$ cat src/rtl/stopwatch_counter.sv
// MM:SS stopwatch core: four BCD digits with run/pause/clear and a per-field adjust mode.
// Clear has the highest priority, then the adjust increment, then the run increment.
module stopwatch_counter #(
  parameter int MIN_MAX = 59,
  parameter int SEC_MAX = 59
) (
  input  logic       clk,
  input  logic       rst_n,
  input  logic       tick_1hz,
  input  logic       tick_adj,
  input  logic       pause,
  input  logic       clear,
  input  logic       adj,
  input  logic       sel,
  output logic [4:0] min_l,
  output logic [4:0] min_r,
  output logic [4:0] sec_l,
  output logic [4:0] sec_r,
  output logic       running
);

  typedef enum logic {PAUSED = 1'b0, RUN = 1'b1} state_t;

  // Wrap limits as two packed BCD digits {tens, units}.
  localparam logic [7:0] MIN_LIM = {4'(MIN_MAX / 10), 4'(MIN_MAX % 10)};
  localparam logic [7:0] SEC_LIM = {4'(SEC_MAX / 10), 4'(SEC_MAX % 10)};

  state_t     state_q, state_d;
  logic [7:0] minBcd_q, minBcd_d;
  logic [7:0] secBcd_q, secBcd_d;
  logic       secAtLimit;

  function automatic logic [7:0] bcdInc(input logic [7:0] v, input logic [7:0] lim);
    logic [7:0] r;
    if (v == lim)
      r = 8'h00;
    else if (v[3:0] == 4'd9)
      r = {v[7:4] + 4'd1, 4'd0};
    else
      r = {v[7:4], v[3:0] + 4'd1};
    return r;
  endfunction

  assign secAtLimit = (secBcd_q == SEC_LIM);

  always_comb begin
    state_d  = state_q;
    minBcd_d = minBcd_q;
    secBcd_d = secBcd_q;

    if (pause)
      state_d = (state_q == RUN) ? PAUSED : RUN;

    // The increment decision uses the state before any toggle in this cycle.
    if (clear) begin
      minBcd_d = 8'h00;
      secBcd_d = 8'h00;
    end else if (adj) begin
      if (tick_adj) begin
        if (sel)
          secBcd_d = bcdInc(secBcd_q, SEC_LIM);
        else
          minBcd_d = bcdInc(minBcd_q, MIN_LIM);
      end
    end else if (state_q == RUN && tick_1hz) begin
      secBcd_d = bcdInc(secBcd_q, SEC_LIM);
      if (secAtLimit)
        minBcd_d = bcdInc(minBcd_q, MIN_LIM);
    end
  end

  always_ff @(posedge clk or negedge rst_n) begin
    if (!rst_n) begin
      state_q  <= PAUSED;
      minBcd_q <= 8'h00;
      secBcd_q <= 8'h00;
    end else begin
      state_q  <= state_d;
      minBcd_q <= minBcd_d;
      secBcd_q <= secBcd_d;
    end
  end

  assign min_l   = {1'b0, minBcd_q[7:4]};
  assign min_r   = {1'b0, minBcd_q[3:0]};
  assign sec_l   = {1'b0, secBcd_q[7:4]};
  assign sec_r   = {1'b0, secBcd_q[3:0]};
  assign running = (state_q == RUN);

endmodule

$ cat config.mk
export PLATFORM = sky130hd
export DESIGN_NAME = stopwatch_counter
export DESIGN_NICKNAME = d
export VERILOG_FILES = /design/src/rtl/stopwatch_counter.sv
export SDC_FILE = /design/constraint.sdc
export NUM_CORES = 1
export LEC_CHECK = 0
export BUFFER_PORTS_ARGS = -buffer_cell sky130_fd_sc_hd__buf_4
export CORE_MARGIN = 4
export CORE_UTILIZATION = 49
export CTS_BUF_LIST = sky130_fd_sc_hd__clkbuf_8
export CTS_CLUSTER_SIZE = 25
export DETAILED_ROUTE_END_ITERATION = 8
export GPL_TIMING_DRIVEN = 1
export HOLD_SLACK_MARGIN = 0.12
export PLACE_DENSITY = 0.88
export SLEW_MARGIN = 20
export SYNTH_ARGS = -nofsm -noshare
export SYNTH_HDL_FRONTEND = slang
export SYNTH_SLANG_ARGS = --single-unit
$ cat constraint.sdc
create_clock -name clk -period 1.6 [get_ports clk]
set_input_delay 0.32 -clock clk [delete_from_list [all_inputs] [get_ports clk]]
set_output_delay 0.32 -clock clk [all_outputs]
set_load 0.02 [all_outputs]
* Word-level counts from Yosys, hierarchy flattened
Cells that the tools add are included.
Storage, ports and cells: bits in registers 17, bits in latches 0, bits in writable memories 0, memory bits (read-only) 0, output and inout bits 21, word-level logic and storage cells 35, memories kept 0
Cells by class: add/subtract/negate cells 4, multipliers 0, divide/modulo/power cells 0, order comparisons 0, equal/unequal tests 7, shift operators 0, muxes and demuxes 16, bitwise gates (word level) 0, reduce and logical (&&, ||, !) cells 5
Operators with widths (count):
- two-way mux 8 bit | 15
- adder 4 x 1 -> 4 bit, second input constant | 4
- == test 8 x 7 -> 1 bit, second input constant | 2
- == test 4 bit, second input constant | 2
- != test 3 bit, second input constant | 2
- nonzero test 3 bit | 2
- AND reduction 4 bit | 1
- != test 3 x 2 -> 1 bit, second input constant | 1
- AND reduction 3 bit | 1
- logical AND 1 bit | 1
- two-way mux 1 bit | 1

* Longest topological paths before layout
Gate-level depths: netlist of the first run.
depth after elaboration 7, gate-level depth with buffers 7, gate-level depth less buffers 6

* Worst setup path after synthesis of the first run
Ideal clock, no wire load.
path type register to register, start point register minBcd_q[5], end point register minBcd_q[7], arrival 1676 ps, required time 1520 ps, path slack -157 ps, stages on the path, launching flop included 7, period minus slack after synthesis 1757 ps, path through dfrtp_1 -> inv_1 -> ha_1 -> and3b_1 -> or4_1 -> a211o_1 -> o211ai_2
Between the ends: longest elaborated chain between the ends 7
Ends and longest elaborated chain:
- from (decl) | line 29 | logic [7:0] minBcd_q, minBcd_d;
- from (signal assigned) | line 79 | minBcd_q <= minBcd_d;
- adder 4 x 1 -> 4 bit | line 38 | r = {v[7:4] + 4'd1, 4'd0};
- two-way mux 8 bit | line 37 | else if (v[3:0] == 4'd9)
- two-way mux 8 bit * | line 35 | if (v == lim)
- two-way mux 8 bit (on tied branches) | line 67, 60
- two-way mux 8 bit (on tied branches) | line 65, 59
- two-way mux 8 bit * | line 58 | end else if (adj) begin
- two-way mux 8 bit * | line 55 | if (clear) begin
Mark *: on every way between the ends. The rest lies on a longest branch, timed or not. The select of a mux whose other input is x is not followed. A chain may end at the register's enable or synchronous reset.

* Worst setup path in the final report of the first run
start point register minBcd_q[4], end point register minBcd_q[7]
Same word-level chain as after synthesis.

==> results of run 1 <==
worst max-delay path, stage by stage, from the launching register on:
cell	delay (ns)
dfrtp_2	0.42
ha_2	0.18
and3b_1	0.16
or4_1	0.46
a211o_1	0.25
o211ai_2	0.06
placed cells by master, fill, tap and decap left out, types with 2 or more instances in the layout:
master and n:
a21oi_1 4, and3_1 2, and3b_1 2, and3b_2 4, buf_4 42, clkbuf_8 3
conb_1 4, dfrtp_1 9, dfrtp_2 8, ha_1 5, ha_4 2, inv_1 7
inv_2 3, nand2_1 7, nand2b_1 3, nand2b_4 2, nand3_1 4, nand3b_1 3
nor2_1 3, nor2b_1 2, nor3_1 3, nor3b_1 2, o21ai_0 7, o21ai_1 3
o22ai_1 2, o22ai_2 2, o31ai_1 2, o41ai_1 2, or3_4 2
repair_timing:
action                                 4_1_cts  5_1_grt
hold buffers                                 1        0
cloned                                       0        0
resized for setup                            5       10
setup endpoints to repair                    7       10
endpoints found under the hold margin       17        0
pin swaps                                    1        5
buffers inserted                             1        4
per-stage QoR:
stage	TNS, ns	total power, mW	worst slack, ns	util
final	-0.00507	1.21	-0.00507	0.720
after global routing	-0.247	1.27	-0.0733	0.720
after CTS	-0.00369	1.19	-0.00369	0.687
after detailed placement	-0.227	0.869	-0.0485	0.648
after global placement	0	0.850	0.0225	0.648
after floorplan	-0.0324	0.706	-0.0324	-
cell type report:
| type | instances | area [sq um] | share of cell area |
|---|---|---|---|
| clock buffers | 3 | 41.3 | 0.0259 |
| clock inverters | 1 | 3.75 | 0.00236 |
| inverters | 9 | 33.8 | 0.0212 |
| multi-input cells | 88 | 707 | 0.444 |
| flip-flops and latches | 17 | 435 | 0.273 |
| well taps | 28 | 35.0 | 0.0220 |
| repair buffers | 44 | 337 | 0.211 |
flip-flops by register name, indices dropped and copies added, names as in the netlist:
| name | flops |
|---|---|
| minBcd_q | 8 |
| secBcd_q | 8 |
| running | 1 |
logic make-up after synthesis:
logic type,Yosys count,synth area share
flops,17,0.377
buf+inv,16,0.0732
mux,1,0.00887
xor+xnor,1,0.00776
compound gates,32,0.208
fa+ha+maj,8,0.0887
other cells,1,0.00332
simple gates,42,0.233
layer usage:
layer,vias to the layer above,wire length [um],part of all wire,global-route usage
met1,513,1200,0.40,0.227
met2,46,1530,0.51,0.322
met5,-,0,0,0
met4,0,97,0.033,0.0712
li1,514,-,-,-
met3,10,153,0.051,0.0348
cell usage after synthesis, types with 3 or more instances:
master    number
dfrtp_1       17
inv_1          9
o21ai_0        9
ha_1           8
nand2_1        7
a21oi_1        5
nand2b_1       5
and3b_2        4
buf_4          4
nand3_1        4
o22ai_1        4
nand3b_1       3
nor2_1         3
nor3_1         3
worst min-delay path by stage:
| stage | from | to | slack, ns | cells past startpoint |
|---|---|---|---|---|
| after floorplan | rst_n | minBcd_q[0]$_DFFE_PN0P_ | 0.02 | 0 |
| after global placement | rst_n | secBcd_q[2]$_DFFE_PN0P_ | 0.20 | 1 |
| after detailed placement | rst_n | secBcd_q[2]$_DFFE_PN0P_ | 0.20 | 1 |
| after CTS | pause | running$_DFFE_PN0P_ | 0.24 | 2 |
| after global routing | pause | running$_DFFE_PN0P_ | 0.24 | 2 |
| final | pause | running$_DFFE_PN0P_ | 0.24 | 2 |
power breakdown:
group | total (mW) | internal, mW | leakage (nW) | switching [mW]
combinational | 0.391 | 0.178 | 0.492 | 0.213
clock | 0.314 | 0.170 | 0.0269 | 0.144
sequential | 0.506 | 0.475 | 0.219 | 0.0317
total | 1.21 | 0.822 | 0.738 | 0.389
==> summary.md, run 1 <==
| Metric | Value |
|---|---|
| Status | finished, violations left |
| Failing checks | negative setup slack |
| Final std cells w/o fill | 190 |
| Clk_skew | 0.00106 ns |
| Net count of the finished layout | 179 |
| Total congestion overflow | 0 |
| Largest net degree at the start of global routing | 22 |
| Initial DRC count | 30 |
| Critical path data arrival time | 1.78 ns |
| GRT Util Overall | 0.187 |
| Yosys top cell by area | dfrtp_1 |
| Endpoints failing setup | 1 |
| Critical path class | reg -> reg |
| CTS Sinks | 17 |
| Area of the core | 2210 sq um |
| Placed Area | 1430 sq um |
| DP HPWL | 2140 um |
| Critical Path Start | minBcd_q[4]$_DFFE_PN0P_ |
| CTS tree | built |
| Clock tree root driver cell | clkbuf_8 |
| Synth-to-Final Area Change | 41.1% |
| Number of max-cap violations | 0 |
| Fmax achieved | 623 MHz |
| Die area | 3130 sq um |
| Post-Synthesis Cells | 118 |
| DR vias | 1,083 |
| DRT antenna net count | 0 |
| Top post-synthesis cells by area | dfrtp_1, ha_1, o21ai_0, and3b_2, inv_1 |
| Worst Path Required | 1.77 ns |
| EDFF count, synth | 0 |
| Cell area after layout | 1590 sq um |
| Starting Density | 0.510 |
| Crit Path Max Fanout | 2 |
| Yosys reg bits | 17 |
| Max-slew violations | 0 |
| Average size of a mapped cell | 9.56 sq um |
| Final worst path period share | 1.00 |
| Fillcell total | 162 |
| Hold_ws | 0.243 ns |
| Max Buffers Root-to-Sink | 2 |
| Sequential area share after synthesis | 0.377 |
| Via/cell ratio | 5.70 |
| RSZ-0062 raised after global routing | true |
| PD cells | 760 nW/um^2 |
| Layout cells sized above 1 | 0.475 |
| IO Count | 29 |
| Post-Syn Area | 1130 sq um |
| Vias in the first global route | 984 |
| Post-synth ARST share | 1.00 |
| Initial antenna violation count | 0 |
| First-pass detailed-route iteration total | 5 |
| Routed WL per cell | 15.7 um |
| Peak supply drop | 0.000608 V |
| Primary FF master, synth | dfrtp_1 |
| Post-route DRC | 0 |
| Final GP Congestion | 0.877 |
| Routed wire length | 2980 um |
| Pleak | 0.738 nW |
| TritonCTS Buffers | 3 |
| Synth top area share | 0.377 |
| Setup crit end kind | register |
| Final Hold Vio Count | 0 |
| R2R depth | 5 |
| Worst R2R End | minBcd_q[7]$_DFFE_PN0P_ |
| Row cnt | 17 |
| CTS clk-pin slew, worst paths | 0.07 ns |
| Global-route wire length before repair | 4610 um |
| Ant. Diodes | 0 |
| Inst Count DP | 180 |
| Die H | 56.0 um |
| Synth cell types | 39 |
| H-Tree Depth | 1 |
| Port bufs | 24 |
| Die X | 56.0 um |
| Hold Path Class | in -> reg |
| Number of synthesis warnings | 0 |
| Worst reg2reg startpoint | minBcd_q[4]$_DFFE_PN0P_ |
| Setup WS post-layout | -0.00507 ns |
| R2R Setup Slk | -0.005 ns |
| Startpoint class of the critical path | register |
| Critical Path End | minBcd_q[7]$_DFFE_PN0P_ |
| Final Critical Period | 1.61 ns |
| Clk_lat worst skew | 0.25 ns |
No activity file was read; power rests on OpenSTA's default activity.
==> run 2: changes to the inputs <==
Settings changed: CORE_UTILIZATION 49 to 50, PLACE_DENSITY 0.88 to 0.86.
Clock period 1.6 ns to 1.81 ns, I/O delays scaled along.
==> run 2 against run 1 <==
Compared with the run above:
- the run now ends clean
- cell area is 7.9% lower
- sequential share of layout area rose by 1.8 points
- hold slack improved by 0.026 ns
- combinational power decreased by 28%
- critical path depth unchanged
- total power down 15%
- fmax down 8.2%
- routed wire length shrank 6.1%
- sequential power decreased by 8.5%
- critical endpoint is now minBcd_q[4]$_DFFE_PN0P_
==> summary.md, run 2 (synthesis gave the netlist of run 1 again) <==
| Metric | Value |
|---|---|
| Initial antenna violation count | 0 (unchanged) |
| Area of the core | 2040 sq um (-7.7%) |
| Synth-to-Final Area Change | 29.9% |
| Global-route wire length before repair | 4560 um (-1.1%) |
| Critical path class | reg -> reg |
| Setup crit end kind | register |
| CTS clk-pin slew, worst paths | 0.07 ns (about the same) |
| Hold_ws | 0.270 ns (+0.0264 ns) |
| Final Hold Vio Count | 0 (unchanged) |
| Via/cell ratio | 5.64 (-1.1%) |
| Port bufs | 24 (unchanged) |
| Fmax achieved | 572 MHz (-8.2%) |
| Final GP Congestion | 0.782 (-11%) |
| Final Critical Period | 1.75 ns (+0.144 ns) |
| Clock tree root driver cell | clkbuf_8 |
| Row cnt | 16 (-1) |
| Number of max-cap violations | 0 (unchanged) |
| Routed WL per cell | 15.4 um (-2.0%) |
| TritonCTS Buffers | 3 (unchanged) |
| DRT antenna net count | 0 (unchanged) |
| Most frequent cells in the layout | buf_4, dfrtp_1, inv_1 |
| Hold Path Class | in -> reg |
| Die H | 55.5 um (-0.86%) |
| IO Count | 29 (unchanged) |
| First-pass detailed-route iteration total | 4 (-1) |
| Most common cell after layout, fill and taps aside | buf_4 |
| Fillcell total | 159 (-1.9%) |
| PD cells | 705 nW/um^2 (-7.3%) |
| Crit Path Max Fanout | 6 (+4) |
| Largest net degree at the start of global routing | 22 (unchanged) |
| Max Buffers Root-to-Sink | 2 (unchanged) |
| Routed wire length | 2800 um (-6.1%) |
| Die area | 3080 sq um (-1.7%) |
| Worst Path Required | 1.93 ns (+0.16 ns) |
| Total congestion overflow | 0 (unchanged) |
| Max-slew violations | 0 (unchanged) |
| Clk_skew | 0.000940 ns (-0.000119 ns) |
| Cell area after layout | 1470 sq um (-7.9%) |
| Die X | 55.5 um (-0.86%) |
| CTS Sinks | 17 (unchanged) |
| Ant. Diodes | 0 (unchanged) |
| Post-route DRC | 0 (unchanged) |
| Starting Density | 0.553 (+0.0425) |
| Peak supply drop | 0.000495 V (-19%) |
| Net count of the finished layout | 172 (-3.9%) |
| Setup TNS | 0 ns (+0.00507 ns) |
| Final worst path period share | 0.966 (-0.0368) |
| Startpoint class of the critical path | register |
| Vias in the first global route | 1,008 (+2.4%) |
| Total power | 1.03 mW (-15%) |
| Placed Area | 1340 sq um (-6.4%) |
| DP HPWL | 2020 um (-5.4%) |
| Initial DRC count | 20 (-33%) |
| Final Util | 0.718 (-0.00189) |
| Status | finished clean |
| DR vias | 1,026 (-5.3%) |
| H-Tree Depth | 1 (unchanged) |
| Critical path data arrival time | 1.87 ns (+0.09 ns) |
| Endpoints failing setup | 0 (-1) |
| Layout cells sized above 1 | 0.329 (-0.146) |
| GRT Util Overall | 0.183 (-0.00304) |
| CTS tree | built |
| Pleak | 0.703 nW (-4.8%) |
| Clk_lat worst skew | 0.26 ns (about the same) |
==> run 2: changes by cell type in the layout (fill, tap and decap cells not counted), moves of 2 or more <==
cell     before  now
o21ai_0       7    9
inv_1         7   10
dfrtp_2       8    2
o22ai_2       2    0
or3_1         0    2
dfrtp_1       9   15
ha_4          2    0
o22ai_1       2    4
o21ai_1       3    1
or3_4         2    0
buf_4        42   35
ha_1          5    8
inv_2         3    0
==> run 2: stage by stage <==
stage	setup slack [ns]	cells
global placement	0.141	170
detailed placement	0.0527	170
floorplan	0.0533	121
global route	-0.0185	182
CTS	0.0376	175
finish	0.0609	182
==> run 2: metal layers <==
metal  routed length (um)  GRT usage  share of wire
met3                  169     0.0490          0.060
met2                 1500      0.323           0.54
met5                    0          0              0
met1                 1090      0.209           0.39
met4                   40     0.0729          0.014
==> run 2: path summary, 6_finish.rpt <==
check | from | cells past startpoint | slack (ns) | to
min in group asynchronous | rst_n | 2 | 0.50 | secBcd_q[7]$_DFFE_PN0P_
max reg2reg | secBcd_q[0]$_DFFE_PN0P_ | 5 | 0.06 | minBcd_q[4]$_DFFE_PN0P_
min | pause | 2 | 0.27 | running$_DFFE_PN0P_
max | secBcd_q[0]$_DFFE_PN0P_ | 5 | 0.06 | minBcd_q[4]$_DFFE_PN0P_
max in group asynchronous | rst_n | 2 | 1.10 | minBcd_q[1]$_DFFE_PN0P_
min reg2reg | running$_DFFE_PN0P_ | 1 | 0.51 | running$_DFFE_PN0P_
==> run 2: where the power goes <==
group	switching, mW	internal, mW
clock network	0.139	0.151
logic	0.157	0.125
registers	0.0451	0.418
total	0.340	0.694
==> run 2: critical path: stages, from the launching register on <==
cell and delay (ns):
dfrtp_2 0.44, ha_1 0.23, and3b_2 0.27, a311oi_4 0.38, nand2b_4 0.21, mux2i_1 0.07
==> run 2: repair_timing <==
| item | CTS | global route |
|---|---|---|
| endpoints found under the setup margin | 0 | 6 |
| hold endpoints to repair | 17 | 0 |
| gates resized for setup | 0 | 4 |
| hold buffers | 1 | 0 |
| setup buffers | 0 | 6 |
==> run 2: area by class of cell <==
type	count	area, sq um	area share
Clock inverter	1	3.75	0.00256
Clock buffer	3	41.3	0.0282
Tap cell	27	33.8	0.0230
Timing Repair Buffer	36	273	0.186
Multi-Input combinational cell	89	653	0.445
Inverter	9	33.8	0.0230
Sequential cell	17	428	0.292
==> run 3: changes to the inputs <==
Settings changed: GPL_TIMING_DRIVEN 1 to not set, RECOVER_POWER set to 25.
==> run 3 against run 2 <==
Compared with the run above:
- sequential share of layout area is 0.075 points higher
- critical path depth stayed put
- die area stayed put
- sequential power hardly changed
- fmax hardly changed
- core utilization is 0.18 points lower
- clock-buffer cell count stayed put
- critical path type unchanged
- largest power group unchanged
- highest routed layer unchanged
==> summary.md, run 3 (synthesis gave the netlist of run 1 again) <==
| Metric | Value |
|---|---|
| Status | finished clean |
| Starting Density | 0.553 (unchanged) |
| Final Critical Period | 1.75 ns (+0.0000415 ns) |
| Vias in the first global route | 1,008 (unchanged) |
| Hold Path Class | in -> reg |
| Switching part of the total | 0.330 (about the same) |
| Endpoints failing setup | 0 (unchanged) |
| Die area | 3080 sq um (unchanged) |
| Final GP Congestion | 0.782 (unchanged) |
| Critical path class | reg -> reg |
| Die X | 55.5 um (unchanged) |
| Total congestion overflow | 0 (unchanged) |
| Clock tree root driver cell | clkbuf_8 |
| Largest net degree at the start of global routing | 22 (unchanged) |
| Die H | 55.5 um (unchanged) |
| Comb power frac | 0.271 (about the same) |
| Final std cells w/o fill | 182 (unchanged) |
| Internal power | 693 uW (-0.15%) |
| Clock power share | 0.281 (about the same) |
| Startpoint class of the critical path | register |
| Clk_skew | 0.000925 ns (-0.0000144 ns) |
| Worst Path Required | 1.93 ns (about the same) |
| R2R depth | 5 (unchanged) |
| Setup crit end kind | register |
| Ant. Diodes | 0 (unchanged) |
| Max Buffers Root-to-Sink | 2 (unchanged) |
| Routed wire length | 2800 um (about the same) |
| Row cnt | 16 (unchanged) |
| CTS clk-pin slew, worst paths | 0.07 ns (about the same) |
| Number of max-cap violations | 0 (unchanged) |
| First-pass detailed-route iteration total | 4 (unchanged) |
| Fmax achieved | 572 MHz (about the same) |
| Switch Pwr | 340 uW (about the same) |
| Net count of the finished layout | 172 (unchanged) |
| Inst Count DP | 170 (unchanged) |
| PD cells | 706 nW/um^2 (+0.16%) |
| CTS tree | built |
| Via/cell ratio | 5.63 (-0.19%) |
| DRT antenna net count | 0 (unchanged) |
| Placed Area | 1340 sq um (unchanged) |
| Pleak | 0.699 nW (-0.52%) |
| Final worst path period share | 0.966 (about the same) |
| Post-route DRC | 0 (unchanged) |
| Fillcell total | 161 (+1.3%) |
| Routed WL per cell | 15.4 um (about the same) |
| Least-Margin Pin Slew | 0.938 ns |
| Peak supply drop | 0.000495 V (about the same) |
| CTS Sinks | 17 (unchanged) |
| Final Util | 0.716 (-0.00184) |
| Total power | 1.03 mW (about the same) |
| TritonCTS Buffers | 3 (unchanged) |
| Final Hold Vio Count | 0 (unchanged) |
| Initial DRC count | 20 (unchanged) |
| Clk_lat worst skew | 0.26 ns (about the same) |
| H-Tree Depth | 1 (unchanged) |
| Most common cell after layout, fill and taps aside | buf_4 |
| Max transition margin | 0.375 |
| Crit Path Max Fanout | 6 (unchanged) |
| Initial antenna violation count | 0 (unchanged) |
| Port bufs | 24 (unchanged) |
| Most frequent cells in the layout | buf_4, dfrtp_1, inv_1 |
| Max-slew violations | 0 (unchanged) |
| Layout cells sized above 1 | 0.323 (-0.00645) |
| DR vias | 1,024 (-0.19%) |
| Sequential Power Share | 0.448 (about the same) |
| Synth-to-Final Area Change | 29.6% |
| Cell area after layout | 1460 sq um (-0.26%) |
| Critical path data arrival time | 1.87 ns (about the same) |
| DP HPWL | 2020 um (unchanged) |
| IO Count | 29 (unchanged) |
| Hold_ws | 0.270 ns (-0.0000580 ns) |
| Area of the core | 2040 sq um (unchanged) |
| Global-route wire length before repair | 4560 um (unchanged) |
| GRT Util Overall | 0.183 (unchanged) |
| Hold Path Stages | 2 (unchanged) |
[run 3: changes by cell type in the layout (fill, tap and decap cells not counted)]
| cell | delta |
|---|---|
| clkbuf_1 | +1 |
| buf_4 | -1 |
[run 3: layout make-up]
| type | instances | area (sq um) | share of cell area |
|---|---|---|---|
| clock buffer | 3 | 41.3 | 0.0282 |
| multi-input combinational | 89 | 653 | 0.447 |
| inverter | 9 | 33.8 | 0.0231 |
| tap | 27 | 33.8 | 0.0231 |
| clock inverter | 1 | 3.75 | 0.00257 |
| sequential | 17 | 428 | 0.293 |
| timing repair buffer | 36 | 269 | 0.184 |
[run 3: power groups by stage]
stage,Clock (mW),Sequential [mW],Combinational (mW)
CTS,0.294,0.464,0.261
floorplan,0,0.505,0.112
detailed placement,0,0.471,0.259
finish,0.290,0.463,0.280
global placement,0,0.463,0.249
global route,0.310,0.468,0.304
[run 3: what timing repair did]
action,in CTS,in global routing
gates resized for setup,0,4
hold buffers,1,0
buffers inserted,0,6
endpoints found under the setup margin,0,6
endpoints found under the hold margin,17,0
[run 3: routing by layer]
metal	track usage	share of wire
met2	0.323	0.53
met3	0.0490	0.060
met4	0.0729	0.014
met5	0	0
met1	0.209	0.39
[run 3: worst paths after layout]
path,end,slack [ns],from
worst max register to register,minBcd_q[4]$_DFFE_PN0P_,0.06,secBcd_q[0]$_DFFE_PN0P_
worst min-delay path,running$_DFFE_PN0P_,0.27,pause
max in group asynchronous,minBcd_q[1]$_DFFE_PN0P_,0.42,rst_n
worst max-delay path,minBcd_q[4]$_DFFE_PN0P_,0.06,secBcd_q[0]$_DFFE_PN0P_
min in group asynchronous,secBcd_q[7]$_DFFE_PN0P_,0.76,rst_n
worst min register to register,running$_DFFE_PN0P_,0.51,running$_DFFE_PN0P_
[run 3: through the flow]
| step | setup TNS, ns | worst slack, ns |
|---|---|---|
| 6_report | 0 | 0.0609 |
| 4_1_cts | 0 | 0.0376 |
| 5_1_grt | -0.0280 | -0.0185 |
| 3_3_place_gp | 0 | 0.141 |
| 2_1_floorplan | 0 | 0.0533 |
| 3_5_place_dp | 0 | 0.0527 |
[run 3: critical path, cell delays in order, from the launching register on]
cell and delay (ns):
dfrtp_2 0.44, ha_1 0.23, and3b_2 0.27, a311oi_4 0.38, nand2b_4 0.21, mux2i_1 0.07
